<file path="config.mk">
export PLATFORM = sky130hd
export DESIGN_NAME = truth_table_sequencer_flat
export DESIGN_NICKNAME = d
export VERILOG_FILES = /design/src/rtl/truth_table_sequencer_if.sv /design/src/rtl/truth_table_sequencer.sv /design/src/flat_wrapper.sv
export SDC_FILE = /design/constraint.sdc
export NUM_CORES = 1
export LEC_CHECK = 0
export ABC_AREA = 1
export CAP_MARGIN = 10
export CORE_MARGIN = 4
export CORE_UTILIZATION = 46
export DETAILED_ROUTE_END_ITERATION = 6
export PLACE_DENSITY = 0.73
export SLEW_MARGIN = 40
export SYNTH_ARGS = -nofsm -noshare
export SYNTH_HDL_FRONTEND = slang
export SYNTH_SLANG_ARGS = --single-unit
</file>
<file path="constraint.sdc">
create_clock -name clk -period 1.3 [get_ports clk]
set_input_delay 0.26 -clock clk [delete_from_list [all_inputs] [get_ports clk]]
set_output_delay 0.26 -clock clk [all_outputs]
set_load 0.01 [all_outputs]
</file>
<file path="src/rtl/truth_table_sequencer_if.sv">
// Stimulus/capture bus between the truth-table sequencer and its controller.
// Define TT_CHECK_EN to add the expected-table input and mismatch outputs.
interface truth_table_sequencer_if #(
  parameter int VARS = 3
);
  logic                 start;
  logic                 y_in;
  logic [VARS-1:0]      vec;
  logic                 busy;
  logic                 done;
  logic [2**VARS-1:0]   tt;
`ifdef TT_CHECK_EN
  logic [2**VARS-1:0]   expected;
  logic                 mismatch;
  logic [VARS-1:0]      mismatch_idx;

  modport master (
    output start, y_in, expected,
    input  vec, busy, done, tt, mismatch, mismatch_idx
  );

  modport slave (
    input  start, y_in, expected,
    output vec, busy, done, tt, mismatch, mismatch_idx
  );
`else
  modport master (
    output start, y_in,
    input  vec, busy, done, tt
  );

  modport slave (
    input  start, y_in,
    output vec, busy, done, tt
  );
`endif
endinterface

</file>
<file path="src/rtl/truth_table_sequencer.sv">
// Walks every input combination of a VARS-input expression, holds each HOLD cycles,
// and packs the sampled outputs into tt. Define TT_CHECK_EN for expected-table checking.
module truth_table_sequencer #(
  parameter int VARS = 3,
  parameter int HOLD = 5
) (
  input  logic                    clk,
  input  logic                    rst_n,
  truth_table_sequencer_if.slave  bus
);

  localparam int N  = 2**VARS;
  localparam int CW = $clog2(HOLD) + 1;

  localparam logic [VARS-1:0] VEC_LAST = VARS'(N - 1);
  localparam logic [CW-1:0]   CNT_LAST = CW'(HOLD - 1);

  typedef enum logic [1:0] {
    S_IDLE,
    S_APPLY,
    S_DONE
  } state_t;

  state_t          state_q, state_n;
  logic [VARS-1:0] vec_q,   vec_n;
  logic [CW-1:0]   cnt_q,   cnt_n;
  logic            busy_q,  busy_n;
  logic            done_q,  done_n;
  logic [N-1:0]    tt_q,    tt_n;

`ifdef TT_CHECK_EN
  logic [N-1:0]    exp_q,   exp_n;
  logic            mm_q,    mm_n;
  logic [VARS-1:0] idx_q,   idx_n;
`endif

  always_ff @(posedge clk or negedge rst_n) begin
    if (!rst_n) begin
      state_q <= S_IDLE;
      vec_q   <= '0;
      cnt_q   <= '0;
      busy_q  <= 1'b0;
      done_q  <= 1'b0;
      tt_q    <= '0;
`ifdef TT_CHECK_EN
      exp_q   <= '0;
      mm_q    <= 1'b0;
      idx_q   <= '0;
`endif
    end else begin
      state_q <= state_n;
      vec_q   <= vec_n;
      cnt_q   <= cnt_n;
      busy_q  <= busy_n;
      done_q  <= done_n;
      tt_q    <= tt_n;
`ifdef TT_CHECK_EN
      exp_q   <= exp_n;
      mm_q    <= mm_n;
      idx_q   <= idx_n;
`endif
    end
  end

  always_comb begin
    state_n = state_q;
    vec_n   = vec_q;
    cnt_n   = cnt_q;
    busy_n  = busy_q;
    done_n  = 1'b0;
    tt_n    = tt_q;
`ifdef TT_CHECK_EN
    exp_n   = exp_q;
    mm_n    = mm_q;
    idx_n   = idx_q;
`endif

    unique case (state_q)
      S_IDLE: begin
        if (bus.start) begin
          state_n = S_APPLY;
          busy_n  = 1'b1;
          vec_n   = '0;
          cnt_n   = '0;
          tt_n    = '0;
`ifdef TT_CHECK_EN
          exp_n   = bus.expected;
          mm_n    = 1'b0;
          idx_n   = '0;
`endif
        end
      end

      S_APPLY: begin
        // Sample on the HOLD-th cycle of the current vector; the last vector
        // exits straight to DONE so vec never wraps inside a run.
        if (cnt_q == CNT_LAST) begin
          tt_n[vec_q] = bus.y_in;
`ifdef TT_CHECK_EN
          if ((bus.y_in != exp_q[vec_q]) && !mm_q) begin
            mm_n  = 1'b1;
            idx_n = vec_q;
          end
`endif
          cnt_n = '0;
          if (vec_q == VEC_LAST) begin
            state_n = S_DONE;
            busy_n  = 1'b0;
            done_n  = 1'b1;
          end else begin
            vec_n = vec_q + 1'b1;
          end
        end else begin
          cnt_n = cnt_q + 1'b1;
        end
      end

      S_DONE: begin
        state_n = S_IDLE;
      end

      default: begin
        state_n = S_IDLE;
        busy_n  = 1'b0;
      end
    endcase
  end

  assign bus.vec  = vec_q;
  assign bus.busy = busy_q;
  assign bus.done = done_q;
  assign bus.tt   = tt_q;
`ifdef TT_CHECK_EN
  assign bus.mismatch     = mm_q;
  assign bus.mismatch_idx = idx_q;
`endif

endmodule

</file>
<file path="src/flat_wrapper.sv">
// flat-port wrapper written by rule: the top's interface ports become plain ports
module truth_table_sequencer_flat 
#(
  parameter int VARS = 3,
  parameter int HOLD = 5
)
  (clk, rst_n, bus_start, bus_y_in, bus_vec, bus_busy, bus_done, bus_tt);
  truth_table_sequencer_if #(.VARS(VARS)) bus_i ();
  input  logic clk;
  input  logic rst_n;
  input wire logic [$bits(bus_i.start)-1:0] bus_start;
  input wire logic [$bits(bus_i.y_in)-1:0] bus_y_in;
  output wire logic [$bits(bus_i.vec)-1:0] bus_vec;
  output wire logic [$bits(bus_i.busy)-1:0] bus_busy;
  output wire logic [$bits(bus_i.done)-1:0] bus_done;
  output wire logic [$bits(bus_i.tt)-1:0] bus_tt;
  assign bus_i.start = bus_start;
  assign bus_i.y_in = bus_y_in;
  assign bus_vec = bus_i.vec;
  assign bus_busy = bus_i.busy;
  assign bus_done = bus_i.done;
  assign bus_tt = bus_i.tt;
  truth_table_sequencer #(.VARS(VARS), .HOLD(HOLD)) u_core (.clk(clk), .rst_n(rst_n), .bus(bus_i));
endmodule
</file>
# After elaboration in Yosys (flattened, before gate mapping)
# Index checks and enable logic that the tools add are counted.
# classes
n_addsub,2
order_cmp,2
eq_ne,8
muxes,24
n_bitwise,1
n_reduce_logical,8
# op_table
operator,count
$mux 8,2
$pmux 8 s2,1
$mux 3,3
$bwmux 8,1
$mux 4,2
$pmux 4 s2,1
$reduce_and 4->1,2
$mux 1,7
$mux 2,3
$pmux 3 s2,1
$reduce_and 3->1,2
$add 4x1->4 const B,1
$eq 4x3->1 const B,1
$lt 3x4->1 const B,1
$ne 2x1->1 const B,2
$ne 2x2->1 const B,2
$pmux 2 s2,1
$add 3x1->3 const B,1
$demux 1 s3,1
$eq 3x3->1 const B,1
$ge 3x1->1 const B,1
$pmux 1 s3,1
$eq 2x1->1 const B,1
$eq 2x2->1 const B,1
other kinds (5),5
# word_totals
ff_bits,19
in_bits,4

# Depth between registers and ports, before layout
# logic_depth
word_depth,7
ltp_mapped,9
depth_no_buf,9

# Worst setup path after synthesis
# OpenSTA, ideal clock, no wires.
# synth_timing
path_type,reg-to-reg
from,"register u_core.vec_q[0], in the netlist u_core.bus.vec[0]"
to,"register u_core.vec_q[0], in the netlist u_core.bus.vec[0]"
setup_time_ns,0.131
arrival_ns,1.249
slack_ns,-0.080
path_stages_with_launch,9
cell_sequence,dfrtp_1 > ha_1 > ha_1 > inv_1 > nand2_1 > nand2_1 > nand2_2 > nand2_1 > o21ai_1
# synth_via
elab_chain_cells,4
# synth_rtl
item,line,source
"start, declared",truth_table_sequencer.sv:25,"logic [VARS-1:0] vec_q, vec_n;"
"start signal, assigned",truth_table_sequencer.sv:52,vec_q <= vec_n;
$add 3x1->3,truth_table_sequencer.sv:111,vec_n = vec_q + 1'b1;
$mux 3,truth_table_sequencer.sv:106,if (vec_q == VEC_LAST) begin
$mux 3,truth_table_sequencer.sv:97,if (cnt_q == CNT_LAST) begin
$pmux 3 s2,truth_table_sequencer.sv:78,unique case (state_q)
# Parallel ways exist; a longest one is shown, timed or not. The select of a mux whose other input is x is not followed.
# A chain may end at the register's enable or synchronous reset.

# Worst setup path in the final report
# layout_timing
from,register u_core.cnt_q[1]
to,"register u_core.tt_q[4], in the netlist u_core.bus.tt[4]"
# layout_via
elab_chain_cells,3
# layout_rtl
item,line,source
"start, declared",truth_table_sequencer.sv:26,"logic [CW-1:0] cnt_q, cnt_n;"
"start signal, assigned",truth_table_sequencer.sv:53,cnt_q <= cnt_n;
$eq 4x3->1,truth_table_sequencer.sv:97,
$ne 2x1->1 (no source line),--,
$reduce_and 3->1 (no source line),--,
"end signal, assigned",truth_table_sequencer.sv:56,tt_q <= tt_n;
"end, declared",truth_table_sequencer.sv:29,"logic [N-1:0] tt_q, tt_n;"
# No other way between the ends.

==> flow_summary.ini <==
[drt]
drc = 0
antenna_left = 0
vias_per_cell = 4.65
route.vias.total = 921
wl_per_cell_um = 11.1
drt_iter0_drc = 16
wirelength_mm = 2.20
first_pass_iters = 4

[worst_setup_path]
endpoint_kind = flop
r2r_slack_ns = -0.006
critical_path_required_ns = 1.49
reg2reg_from = u_core.cnt_q[1]
worst_r2r_path_depth = 9
critPathMaxFanout = 8
cp_data_arrival_time_ns = 1.50
critPathCapture = u_core.bus.tt[4]
crit_type = flop to flop
critPathLaunch = u_core.cnt_q[1]
timing.rr.end = u_core.bus.tt[4]
startpoint_type = flop

[outcome]
status = finished, violations left
violations = negative setup slack

[cells_and_area]
num_antenna_cells = 0
drive_gt1_frac = 0.281
layout.nets = 180
fill_cells = 169
fin_area_um2 = 1430
syn2layout_area_growth_pct = 39.3
final_cell_mix = 46 x nand2_1, 18 x inv_1, 17 x dfrtp_1
utilization = 0.701
layout.cells.non_filler = 198
final_common_cell = nand2_1

[cts]
root_buffer = clkbuf_4
clk_pin_slew_ns = 0.11
cts_inserted_buffers = 3
htreeDepth = 1
holdBufCountCts = 0
clkSinkCount = 19
cts_tree = yes
clockBufferDepth = 2
clkLatencyLatePin_ns = 0.29

[global_route]
grt_pass1_vias = 912
grt_pass1_wl_mm = 3.90
antenna_found_initial = 0
globalRouteOverflowTotal = 0
grt_max_degree = 20
grtUsageTotal = 0.156

[sta]
worst_pin_slew_ns = 0.251
max_slew_margin = 0.833
tns_ns = -0.00635
grt_setup_unrepaired = yes
skew_ns = 0.00129
finalHoldViolations = 0
timing.final.crit_period_ns = 1.31
setup_viol = 1
min_period_over_period = 1.00
max_freq_ghz = 0.765
slew_violations = 0
setup_ws_ns = -0.00635

[hold_path]
min_path_type = primary input to asynchronous set/reset pin

[pwr]
power.density_nw_per_um2 = 1940
static-leakage-power_nw = 0.816
irDropWorstVdd_v = 0.00111

[floorplanning]
core-area_um2 = 2040
die_w_um = 55.3
core.rowCount = 16
start_util = 0.503
ios = 17
die_area_um2 = 3050
die_h_um = 55.3

[synth]
seq_area_frac_synth = 0.463
synth_seq_cells = 19
synth.cell_area_um2 = 1030
ys_types = 18
synth_cells = 136
avgSynthCellArea_um2 = 7.55
synth_nets = 144
synth_warnings = 0

[place]
place_ws_ns = -0.0618
port_buffers = 16
placed_area_um2 = 1290
dpl.cell_count = 188
place_hpwl_mm = 1.61
finalWeightedCongestion = 0.816

[run]
drv_cap = 0
-- critical path, cell delays in order, from the launching register on --
cell     delay, ns
dfrtp_1       0.41
inv_2         0.08
ha_4          0.14
nand2_4       0.05
nor2_4        0.11
nand2_2       0.09
nand2_4       0.14
nand2_1       0.07
nand2_1       0.06
nand2_1       0.05
-- state kept, by name (all words and copies together) (netlist names) --
signal,flops
u_core.bus.tt,8
u_core.bus.vec,3
u_core.bus.done,1
u_core.state_q,2
u_core.cnt_q,4
u_core.bus.busy,1
-- synthesized netlist by cell type (all sizes together) --
cell type	instances	area share
buf	1	0.011
dfrtp	19	0.46
ha	4	0.049
inv	23	0.084
nand2	60	0.24
nand3	11	0.054
nand4	2	0.012
nor2	5	0.028
o21ai	8	0.039
o21bai	1	0.0073
xnor2	1	0.0085
xor2	1	0.0085
-- layer usage --
metal  track usage  share of wire  up-vias
met5             0              0        -
met4        0.0694         0.0045        0
met3        0.0256          0.032        2
met2         0.255           0.49       16
met1         0.202           0.47      418
li1              -              -      485
-- kinds of logic (layout without fill, tap and decap cells) --
kind of cell               Yosys count  count (layout)  synth area share
AOI/OAI and AO/OA                    9               9            0.0463
adders and majority gates            4               4            0.0487
xor gates and xnor gates             2               2            0.0171
buffers and inverters               24              59            0.0950
DFF                                 19              19             0.463
and+or+nand+nor                     78              78             0.330
-- repair_timing --
| item | in CTS | in global routing |
|---|---|---|
| pin swaps | 3 | 13 |
| gates resized for setup | 23 | 17 |
| endpoints found under the setup margin | 24 | 13 |
| setup buffers | 3 | 3 |
-- report_power, final --
| group | total (mW) | internal (mW) | switching, mW |
|---|---|---|---|
| Sequential | 0.994 | 0.813 | 0.182 |
| Combinational | 1.49 | 0.697 | 0.789 |
| Clock | 0.297 | 0.119 | 0.178 |
| Total | 2.78 | 1.63 | 1.15 |
-- worst min-delay path by stage --
stage                           from               end  slack [ns]  cells after the start
floorplan                      rst_n   u_core.bus.busy       -0.04                      0
global placement    u_core.bus.tt[0]  u_core.bus.tt[0]        0.46                      2
detailed placement  u_core.bus.tt[0]  u_core.bus.tt[0]        0.47                      2
CTS                            rst_n  u_core.bus.tt[1]        0.29                      2
global route                   rst_n   u_core.cnt_q[0]        0.30                      2
finish                         rst_n   u_core.cnt_q[2]        0.29                      2
-- layout make-up --
class	instances	area, um^2	share of cell area
multi-input cells	93	538	0.376
well taps	27	33.8	0.0236
inverters	23	88.8	0.0621
flip-flops and latches	19	478	0.334
clock buffers	4	26.3	0.0184
repair buffers	32	267	0.186
-- metrics by stage --
stage | power, mW | hold WS, ns
2_1_floorplan | 1.69 | -0.0356
3_5_place_dp | 2.32 | 0.471
4_1_cts | 2.63 | 0.289
5_1_grt | 3.05 | 0.301
3_3_place_gp | 2.26 | 0.464
6_report | 2.78 | 0.292
No activity file was read; power rests on OpenSTA's default activity.
